[config.mk]
export PLATFORM = sky130hd
export DESIGN_NAME = pipeline_id_ex_hs
export DESIGN_NICKNAME = d
export VERILOG_FILES = /design/src/rtl/pipeline_id_ex_hs_pkg.sv /design/src/rtl/pipeline_id_ex_hs_skid_slot.sv /design/src/rtl/pipeline_id_ex_hs.sv
export SDC_FILE = /design/constraint.sdc
export NUM_CORES = 1
export LEC_CHECK = 0
export BUFFER_PORTS_ARGS = -buffer_cell sky130_fd_sc_hd__buf_2
export CELL_PAD_IN_SITES_DETAIL_PLACEMENT = 1
export CELL_PAD_IN_SITES_GLOBAL_PLACEMENT = 1
export CORE_ASPECT_RATIO = 1.4
export CORE_UTILIZATION = 45
export DETAILED_ROUTE_END_ITERATION = 7
export GPL_TIMING_DRIVEN = 0
export PLACE_DENSITY_LB_ADDON = 0.1
export SLEW_MARGIN = 5
export SYNTH_ARGS = -nofsm -noshare
export SYNTH_HDL_FRONTEND = slang
export SYNTH_SLANG_ARGS = --single-unit
[constraint.sdc]
create_clock -name clk -period 17.4 [get_ports clk]
set_clock_uncertainty 0.1 [all_clocks]
set_input_delay 0.87 -clock clk [delete_from_list [all_inputs] [get_ports clk]]
set_output_delay 0.87 -clock clk [all_outputs]
set_load 0.005 [all_outputs]
[src/rtl/pipeline_id_ex_hs_pkg.sv]
// Shared types for the ID/EX handshake pipeline register: control bundle,
// the PC_NEXT select value and the killed (bubble) control word.
package pipeline_id_ex_hs_pkg;

    typedef struct packed {
        logic       RegWrite;
        logic [1:0] ResultSrc;
        logic       MemWrite;
        logic       MemRead;
        logic [2:0] AddrMode;
        logic [2:0] PCsrc;
        logic [3:0] ALUctrl;
        logic       ALUsrc;
    } ctrl_t;

    localparam logic [2:0] PC_NEXT = 3'b000;

    // Bubble: no architectural side effects, sequential PC.
    localparam ctrl_t CTRL_NOP = '{
        RegWrite:  1'b0,
        ResultSrc: 2'b00,
        MemWrite:  1'b0,
        MemRead:   1'b0,
        AddrMode:  3'b000,
        PCsrc:     PC_NEXT,
        ALUctrl:   4'b0000,
        ALUsrc:    1'b0
    };

endpackage

[src/rtl/pipeline_id_ex_hs_skid_slot.sv]
// One storage slot: valid bit plus payload register. Payload is not reset;
// only the valid bit carries architectural meaning.
module pipeline_skid_slot #(
    parameter int W = 1
) (
    input  logic         clk,
    input  logic         rst,
    input  logic         kill_i,
    input  logic         load_i,
    input  logic         drop_i,
    input  logic [W-1:0] d_i,
    output logic         vld_o,
    output logic [W-1:0] q_o
);

    logic         vld_q, vld_d;
    logic [W-1:0] pl_q, pl_d;

    // kill beats load so a flush drops an entry arriving the same cycle
    always_comb begin
        vld_d = vld_q;
        pl_d  = pl_q;
        if (load_i) pl_d = d_i;
        if (kill_i)      vld_d = 1'b0;
        else if (load_i) vld_d = 1'b1;
        else if (drop_i) vld_d = 1'b0;
    end

    always_ff @(posedge clk) begin
        if (rst) vld_q <= 1'b0;
        else     vld_q <= vld_d;
    end

    always_ff @(posedge clk) begin
        pl_q <= pl_d;
    end

    assign vld_o = vld_q;
    assign q_o   = pl_q;

endmodule

[src/rtl/pipeline_id_ex_hs.sv]
// ID/EX pipeline register with valid/ready handshake and a one-entry skid
// buffer so ready_D is registered. Optional counters: PIPE_PERF_CNT_EN.
module pipeline_id_ex_hs
    import pipeline_id_ex_hs_pkg::*;
#(
    parameter int WIDTH  = 32,
    parameter int REG_AW = 5
) (
    input  logic              clk,
    input  logic              rst,
    input  logic              flush,
    input  logic              valid_D,
    output logic              ready_D,
    input  logic [WIDTH-1:0]  RD1_D,
    input  logic [WIDTH-1:0]  RD2_D,
    input  logic [WIDTH-1:0]  PC_D,
    input  logic [WIDTH-1:0]  PCP4_D,
    input  logic [WIDTH-1:0]  ImmExt_D,
    input  logic [REG_AW-1:0] Rs1_D,
    input  logic [REG_AW-1:0] Rs2_D,
    input  logic [REG_AW-1:0] Rd_D,
    input  ctrl_t             ctrl_D,
    output logic              valid_E,
    input  logic              ready_E,
    output logic [WIDTH-1:0]  RD1_E,
    output logic [WIDTH-1:0]  RD2_E,
    output logic [WIDTH-1:0]  PC_E,
    output logic [WIDTH-1:0]  PCP4_E,
    output logic [WIDTH-1:0]  ImmExt_E,
    output logic [REG_AW-1:0] Rs1_E,
    output logic [REG_AW-1:0] Rs2_E,
    output logic [REG_AW-1:0] Rd_E,
    output ctrl_t             ctrl_E
`ifdef PIPE_PERF_CNT_EN
    ,
    output logic [31:0]       stall_cnt,
    output logic [31:0]       bubble_cnt
`endif
);

    localparam int PW = 5*WIDTH + 3*REG_AW + $bits(ctrl_t);

    logic          main_v, skid_v;
    logic [PW-1:0] in_pl, main_pl, skid_pl, main_src;
    logic          in_xfer, out_xfer, drain;
    logic          main_load, main_drop, skid_load, skid_drop;
    ctrl_t         ctrl_st;

    assign in_pl = {RD1_D, RD2_D, PC_D, PCP4_D, ImmExt_D, Rs1_D, Rs2_D, Rd_D, ctrl_D};

    assign ready_D  = !skid_v;
    assign in_xfer  = valid_D && ready_D;
    assign out_xfer = main_v && ready_E;
    assign drain    = !main_v || ready_E;

    // A full skid means ready_D was low, so no new entry can race it into main.
    assign main_load = skid_v ? out_xfer : (in_xfer && drain);
    assign main_src  = skid_v ? skid_pl  : in_pl;
    assign main_drop = out_xfer;
    assign skid_load = !skid_v && in_xfer && !drain;
    assign skid_drop = skid_v && out_xfer;

    pipeline_skid_slot #(.W(PW)) u_main (
        .clk    (clk),
        .rst    (rst),
        .kill_i (flush),
        .load_i (main_load),
        .drop_i (main_drop),
        .d_i    (main_src),
        .vld_o  (main_v),
        .q_o    (main_pl)
    );

    pipeline_skid_slot #(.W(PW)) u_skid (
        .clk    (clk),
        .rst    (rst),
        .kill_i (flush),
        .load_i (skid_load),
        .drop_i (skid_drop),
        .d_i    (in_pl),
        .vld_o  (skid_v),
        .q_o    (skid_pl)
    );

    assign {RD1_E, RD2_E, PC_E, PCP4_E, ImmExt_E, Rs1_E, Rs2_E, Rd_E, ctrl_st} = main_pl;
    assign valid_E = main_v;
    assign ctrl_E  = main_v ? ctrl_st : CTRL_NOP;

`ifdef PIPE_PERF_CNT_EN
    logic [31:0] stall_q, stall_d, bubble_q, bubble_d;

    always_comb begin
        stall_d  = stall_q;
        bubble_d = bubble_q;
        if (main_v && !ready_E) stall_d  = stall_q + 32'd1;
        if (!main_v)            bubble_d = bubble_q + 32'd1;
    end

    always_ff @(posedge clk) begin
        if (rst) begin
            stall_q  <= '0;
            bubble_q <= '0;
        end else begin
            stall_q  <= stall_d;
            bubble_q <= bubble_d;
        end
    end

    assign stall_cnt  = stall_q;
    assign bubble_cnt = bubble_q;
`endif

endmodule
==> results.py, run 1 <==
metrics = {
    "status": {
        "status": "finished, final reports clean",
    },
    "sta": {
        "rsz0062_at_grt": "false",
        "worst_slack_ns": 14.40,
        "setup_violations": 0,
        "post-route-period-util": 0.172,
        "tns_ns": 0,
        "relSlewSlack": 0.307,
        "slew_viol_final": 0,
        "fin_crit_ns": 3.00,
        "finalHoldViolations": 0,
        "max_freq_mhz": 333,
        "whs_ns": 0.426,
        "worstMarginPinSlew_ns": 1.03,
    },
    "min_path": {
        "hold_path_class": "input pin to register",
        "min_path_cells": 1,
    },
    "cells_and_area": {
        "final_core_utilization": 0.578,
        "stdcell_area_um2": 20100,
        "syn_to_final_growth_pct": 26.5,
        "fin_nets": 1458,
        "instances_no_fill": 1754,
        "layout-drive-gt1-share": 0.669,
    },
    "global_route": {
        "antenna_found_initial": 12,
        "grt-ovfl-total": 0,
        "grt_pass1_vias": 8789,
        "track_usage": 0.187,
        "grt_max_degree": 17,
        "grt_pass1_wl_um": 50800,
    },
    "clock_network": {
        "numCtsBuffers": 38,
        "cts_resized": 0,
        "cts.sinks": 384,
        "cts_setup_buffers": 0,
        "cts_max_path_buffers": 3,
        "insertion_delay_ns": 0.52,
        "root_buffer": "clkbuf_16",
        "cts_tree": "yes",
        "cts_max_level": 2,
        "cts_hold_buf": 0,
        "clkSlewWorstSetupHoldPaths_ns": 0.07,
    },
    "critical_path": {
        "crit_buf_inv": 7,
        "crit_family": "buffers and inverters",
        "required_ns": 17.52,
        "cpMaxStageDelayCell": "nor3b_2",
        "cp_cell_sequence": "buf_6, buf_6, inv_1, nand2_1, nor3b_2, buf_4, buf_6, buf_6, buf_4",
        "critPathMostFrequentCell": "buf_6",
        "start_kind": "register",
        "cp_slowest_stage_delay_ns": 0.85,
        "arrival_ns": 3.12,
        "worst-path-stages": 9,
        "path_class": "register to register",
        "reg2regPathDepth": 9,
        "r2r_setup_slack_ns": 14.40,
        "cp-end-kind": "register",
        "cp_max_fo": 11,
    },
    "synthesis": {
        "synthTopCellsByArea": "edfxtp_1, mux2_4, buf_4",
        "synth_top_area_cell": "edfxtp_1",
        "ys_seq_elements": 384,
        "ys_types": 17,
        "async_flop_share": 0,
        "synth_area_um2": 15900,
        "ys.flop_type": "edfxtp_1",
        "synth_cells": 800,
        "synth_enable_flop_cells": 382,
        "syn_nets": 996,
        "yosys.area.top_type_share": 0.720,
        "ys_top_cells_by_count": "edfxtp_1, buf_4, mux2_4, mux2_2, buf_6",
        "synth_area_per_cell_um2": 19.9,
        "yosysWarnings": 0,
        "synth.most_common_cell": "edfxtp_1",
        "yosysSeqAreaShare": 0.723,
    },
    "pwr": {
        "total_power_mw": 2.05,
        "power_density_nw_per_um2": 102,
        "ir_drop_v": 0.0000626,
        "cellLeakagePower_nw": 8.18,
    },
    "die": {
        "die_w_um": 161,
        "start_util": 0.457,
        "dieArea_um2": 36200,
        "core_region_area_um2": 34900,
        "num_rows": 81,
        "num_io_pins": 389,
        "fp.dieH_um": 225,
    },
    "place": {
        "port_buffers": 388,
        "dp_hpwl_um": 25900,
        "placed_cell_area_um2": 18900,
        "dpl.cell_count": 1678,
        "gp_congestion": 0.723,
        "dpl_worst_slack_ns": 14.07,
    },
    "detailed_routing": {
        "wirelength_um": 34500,
        "drc": 0,
        "dr_total_vias": 8159,
        "drt_first_iter_violations": 378,
        "avgRoutedWirePerCell_um": 19.7,
        "detail-route-antenna-nets": 0,
        "post_drt_via_cell_ratio": 4.65,
        "drtPass1Iterations": 4,
    },
    "flow_run": {
        "maxCapViolCount": 0,
    },
}
## area by class of cell
type / count / area (um2)
fillers: 3293 / 14700
flip-flops and latches: 384 / 11500
multi-input cells: 215 / 2870
repair buffers: 422 / 2380
plain buffers: 199 / 1540
clock buffers: 57 / 1110
well taps: 456 / 571
clock inverters: 9 / 120
diodes: 10 / 25.0
inverters: 2 / 7.51
## power by group
group,leakage (nW),switching (mW),internal [mW]
Combinational,3.99,0.0661,0.102
Sequential,3.60,0.00911,1.06
Clock,0.594,0.334,0.483
Total,8.18,0.409,1.64
## worst reg2reg max path: cells and delay by family, from the launching register on
family	cells	cell delay [ns]
buf+inv	7	1.31
simple gates	2	0.97
flops	1	0.32
## path summary, 6_finish.rpt
path | from | to
max reg2reg | u_skid.vld_o | u_skid.q_o[46]
min reg2reg | u_skid.q_o[45] | u_main.q_o[45]
max | u_skid.vld_o | u_skid.q_o[46]
min | Rd_D[1] | u_skid.q_o[17]
## flip-flops by register name (all words and copies together) (netlist names)
name,cells
u_skid.vld_o,1
u_skid.q_o,191
u_main.q_o,191
u_main.vld_o,1
## cells by family (layout without fill, tap and decap cells)
kind of cell,count (synthesis),in the layout,share of synthesized area
buf+inv,201,689,0.0974
mux,191,191,0.170
other cells,0,10,0
compound gates,5,5,0.00220
flops,384,384,0.723
simple gates,19,19,0.00723
## routing by layer
layer	track usage	wire length [um]	vias to the layer above
met5	0	52	-
li1	-	-	3776
met3	0.0632	2650	75
met1	0.199	12500	4020
met4	0.0913	1370	8
met2	0.332	18000	280
## cells in the final DEF (no fill, tap or decap), types with 10 or more instances in the layout
cell / instances
and2_1: 16
buf_2: 392
buf_4: 184
buf_6: 28
buf_8: 12
clkbuf_1: 16
clkbuf_16: 41
diode_2: 10
edfxtp_1: 382
mux2_2: 42
mux2_4: 149
Power figures use the tool's default switching activity.
==> inputs of run 2 (changes only) <==
--- a/config.mk
+++ b/config.mk
@@ -5,11 +5,12 @@
 export SDC_FILE = /design/constraint.sdc
 export NUM_CORES = 1
 export LEC_CHECK = 0
+export ABC_AREA = 1
 export BUFFER_PORTS_ARGS = -buffer_cell sky130_fd_sc_hd__buf_2
 export CELL_PAD_IN_SITES_DETAIL_PLACEMENT = 1
 export CELL_PAD_IN_SITES_GLOBAL_PLACEMENT = 1
 export CORE_ASPECT_RATIO = 1.4
-export CORE_UTILIZATION = 45
+export CORE_UTILIZATION = 42
 export DETAILED_ROUTE_END_ITERATION = 7
 export GPL_TIMING_DRIVEN = 0
 export PLACE_DENSITY_LB_ADDON = 0.1
==> constraint.sdc (replaced) <==
create_clock -name clk -period 2.9 [get_ports clk]
set_clock_uncertainty 0.1 [all_clocks]
set_input_delay 0.145 -clock clk [delete_from_list [all_inputs] [get_ports clk]]
set_output_delay 0.145 -clock clk [all_outputs]
set_load 0.005 [all_outputs]
==> run 2 against run 1 <==
Fmax grew 20%. Critical path type unchanged. Die area up 4.6%. Cell area up 7.7%. Sequential power rose to 6.0 times the previous value. Clock power grew to 6.2 times the previous value. Clock-buffer cell count shrank 9. Global-route usage rose by 3.3 points. Largest power group unchanged.
==> results.py, run 2 <==
metrics = {
    "critical_path": {
        "cp-end-kind": "register",
        "r2r-end": "u_main.q_o[124]",
        "cpMaxStageDelayCell": "o21ai_4",
        "cp_max_fo": 26,
        "arrival_ns": 2.61,
        "path_class": "register to register",
        "required_ns": 3.02,
        "cp_cell_sequence": "buf_6, inv_4, buf_8, nand2_4, o21ai_4, buf_16, buf_12, buf_16, buf_12",
        "reg2regPathDepth": 9,
        "r2r_setup_slack_ns": 0.41,
        "crit_buf_inv": 7,
        "crit_family": "buffers and inverters",
        "cp_slowest_stage_delay_ns": 0.45,
        "start_kind": "register",
        "regToRegStartpoint": "u_skid.vld_o",
    },
    "clock_network": {
        "clkSlewWorstSetupHoldPaths_ns": 0.06,
        "cts.sinks": 384,
        "numCtsBuffers": 39,
        "cts_max_path_buffers": 3,
        "cts_setup_buffers": 0,
        "cts_tree": "yes",
        "cts_max_level": 2,
        "insertion_delay_ns": 0.53,
        "root_buffer": "clkbuf_16",
    },
    "cells_and_area": {
        "fin_nets": 2065,
        "mostFrequentLayoutCell": "nand2_1",
        "syn_to_final_growth_pct": 39.5,
        "layout-drive-gt1-share": 0.359,
        "final_cell_mix": "nand2_1, buf_2, edfxtp_1",
        "instances_no_fill": 2368,
    },
    "status": {
        "status": "finished, final reports clean",
    },
    "synthesis": {
        "synth_area_per_cell_um2": 12.7,
        "synth_enable_flop_cells": 382,
        "yosysWarnings": 0,
        "synth_area_um2": 15600,
        "yosys.area.top_type_share": 0.737,
        "synth.most_common_cell": "nand2_1",
        "syn_nets": 1425,
        "synthTopCellsByArea": "edfxtp_1, nand2_1, buf_4",
        "yosysSeqAreaShare": 0.740,
        "async_flop_share": 0,
        "synth_top_area_cell": "edfxtp_1",
        "ys_seq_elements": 384,
        "ys_top_cells_by_count": "nand2_1, edfxtp_1, buf_4, inv_1, buf_6",
        "ys_types": 13,
        "ys.flop_type": "edfxtp_1",
        "synth_cells": 1229,
    },
    "min_path": {
        "worstHoldEndpoint": "u_main.q_o[108]",
        "min-delay-start": "valid_D",
        "min_path_cells": 3,
        "hold_path_class": "input pin to register",
    },
    "die": {
        "fp.dieH_um": 230,
        "dieArea_um2": 37800,
        "core_region_area_um2": 36600,
        "num_rows": 83,
        "start_util": 0.426,
        "die_w_um": 165,
        "num_io_pins": 389,
    },
    "sta": {
        "post-route-period-util": 0.859,
        "fin_crit_ns": 2.49,
        "relSlewSlack": 0.607,
        "worstMarginPinSlew_ns": 0.588,
        "setup_violations": 0,
        "tns_ns": 0,
        "slew_viol_final": 0,
        "whs_ns": 0.0879,
        "finalHoldViolations": 0,
        "max_freq_mhz": 401,
        "rsz0062_at_grt": "false",
    },
    "detailed_routing": {
        "detail-route-antenna-nets": 0,
        "met3RoutedLength_um": 2570,
        "wirelength_um": 41400,
        "wl_met2_um": 22000,
        "drtPass1Iterations": 6,
        "wl_met1_um": 15300,
        "drt_first_iter_violations": 514,
        "top_layer_used": "met5",
        "drc": 0,
        "dr_total_vias": 10791,
        "post_drt_via_cell_ratio": 4.56,
        "avgRoutedWirePerCell_um": 17.5,
    },
    "pwr": {
        "power_frac_seq": 0.507,
        "switching_power_mw": 2.63,
        "ir_drop_v": 0.000533,
        "power_density_nw_per_um2": 583,
        "swShare": 0.208,
        "power_frac_clock": 0.404,
        "pwr-share-comb": 0.089,
        "p_int_mw": 10.0,
        "cellLeakagePower_nw": 9.65,
    },
    "global_route": {
        "track_usage": 0.221,
        "grt_pass1_vias": 11798,
        "antenna_found_initial": 2,
        "grt_pass1_wl_um": 63500,
        "grt_max_degree": 37,
        "grt-ovfl-total": 0,
    },
    "place": {
        "dpl.cell_count": 2099,
        "dp_hpwl_um": 27700,
        "port_buffers": 388,
        "gp_congestion": 0.780,
    },
    "flow_run": {
        "maxCapViolCount": 0,
    },
}
## run 2: changes by cell type after synthesis, moves of 3 or more
cell,change
and2_1,-16
buf_2,+8
buf_4,+12
inv_1,+20
mux2_2,-42
mux2_4,-149
nand2_1,+593
nor2_1,+3
## run 2: timing repair
action                    CTS  global route
gates resized for setup     0             0
hold endpoints to repair  384             0
hold buffers              196             0
## run 2: worst register-to-register path: stages (launching register included)
cell	delay, ns
dfxtp_1	0.31
buf_6	0.13
inv_4	0.08
buf_8	0.18
nand2_4	0.07
o21ai_4	0.45
buf_16	0.24
buf_12	0.21
buf_16	0.20
buf_12	0.21
## run 2: stage by stage
| step | total power, mW | area [um2] | worst slack (ns) | utilization |
|---|---|---|---|---|
| 5_1_grt | 13.1 | 21700 | 0.273 | 0.593 |
| 6_report | 12.6 | 21700 | 0.408 | 0.594 |
| 3_3_place_gp | 7.38 | 18100 | -3.50 | 0.496 |
| 4_1_cts | 12.8 | 21700 | 0.332 | 0.593 |
| 2_1_floorplan | 6.96 | 15600 | -1.39 | - |
| 3_5_place_dp | 7.43 | 18400 | 0.341 | 0.505 |
## run 2: power groups by stage
| stage | Combinational (mW) | Sequential [mW] | Clock [mW] |
|---|---|---|---|
| final | 1.13 | 6.41 | 5.11 |
| after global routing | 1.24 | 6.42 | 5.42 |
| after CTS | 1.13 | 6.41 | 5.23 |
| after detailed placement | 0.905 | 6.53 | 0 |
| after global placement | 0.822 | 6.55 | 0 |
| after floorplan | 0.425 | 6.53 | 0 |
## run 2: worst max path at each step
stage | start | endpoint | cells after the start
after floorplan | u_skid.vld_o | u_main.q_o[0] | 5
after global placement | u_skid.vld_o | u_main.q_o[41] | 5
after detailed placement | u_skid.vld_o | u_main.q_o[135] | 9
after CTS | u_skid.vld_o | u_main.q_o[131] | 9
after global routing | u_skid.vld_o | u_main.q_o[124] | 9
final | u_skid.vld_o | u_main.q_o[124] | 9
## run 2: final cells by class
class / count / area [um2]
plain buffers: 220 / 1700
diodes: 3 / 7.51
clock buffers: 48 / 1050
multi-input cells: 602 / 2280
inverters: 23 / 92.6
clock inverters: 22 / 231
flip-flops and latches: 384 / 11500
fillers: 3835 / 14900
well taps: 467 / 584
repair buffers: 599 / 4230
## run 2: cell families after synthesis
| family | share of synthesized area |
|---|---|
| simple gates | 0.145 |
| compound gates | 0.000643 |
| buf+inv | 0.115 |
| flops | 0.740 |
## run 2: routing by layer
layer | vias to the layer above | GRT usage
li1 | 5177 | -
met1 | 5211 | 0.239
met2 | 322 | 0.405
met3 | 79 | 0.0548
met4 | 2 | 0.0869
met5 | - | 0
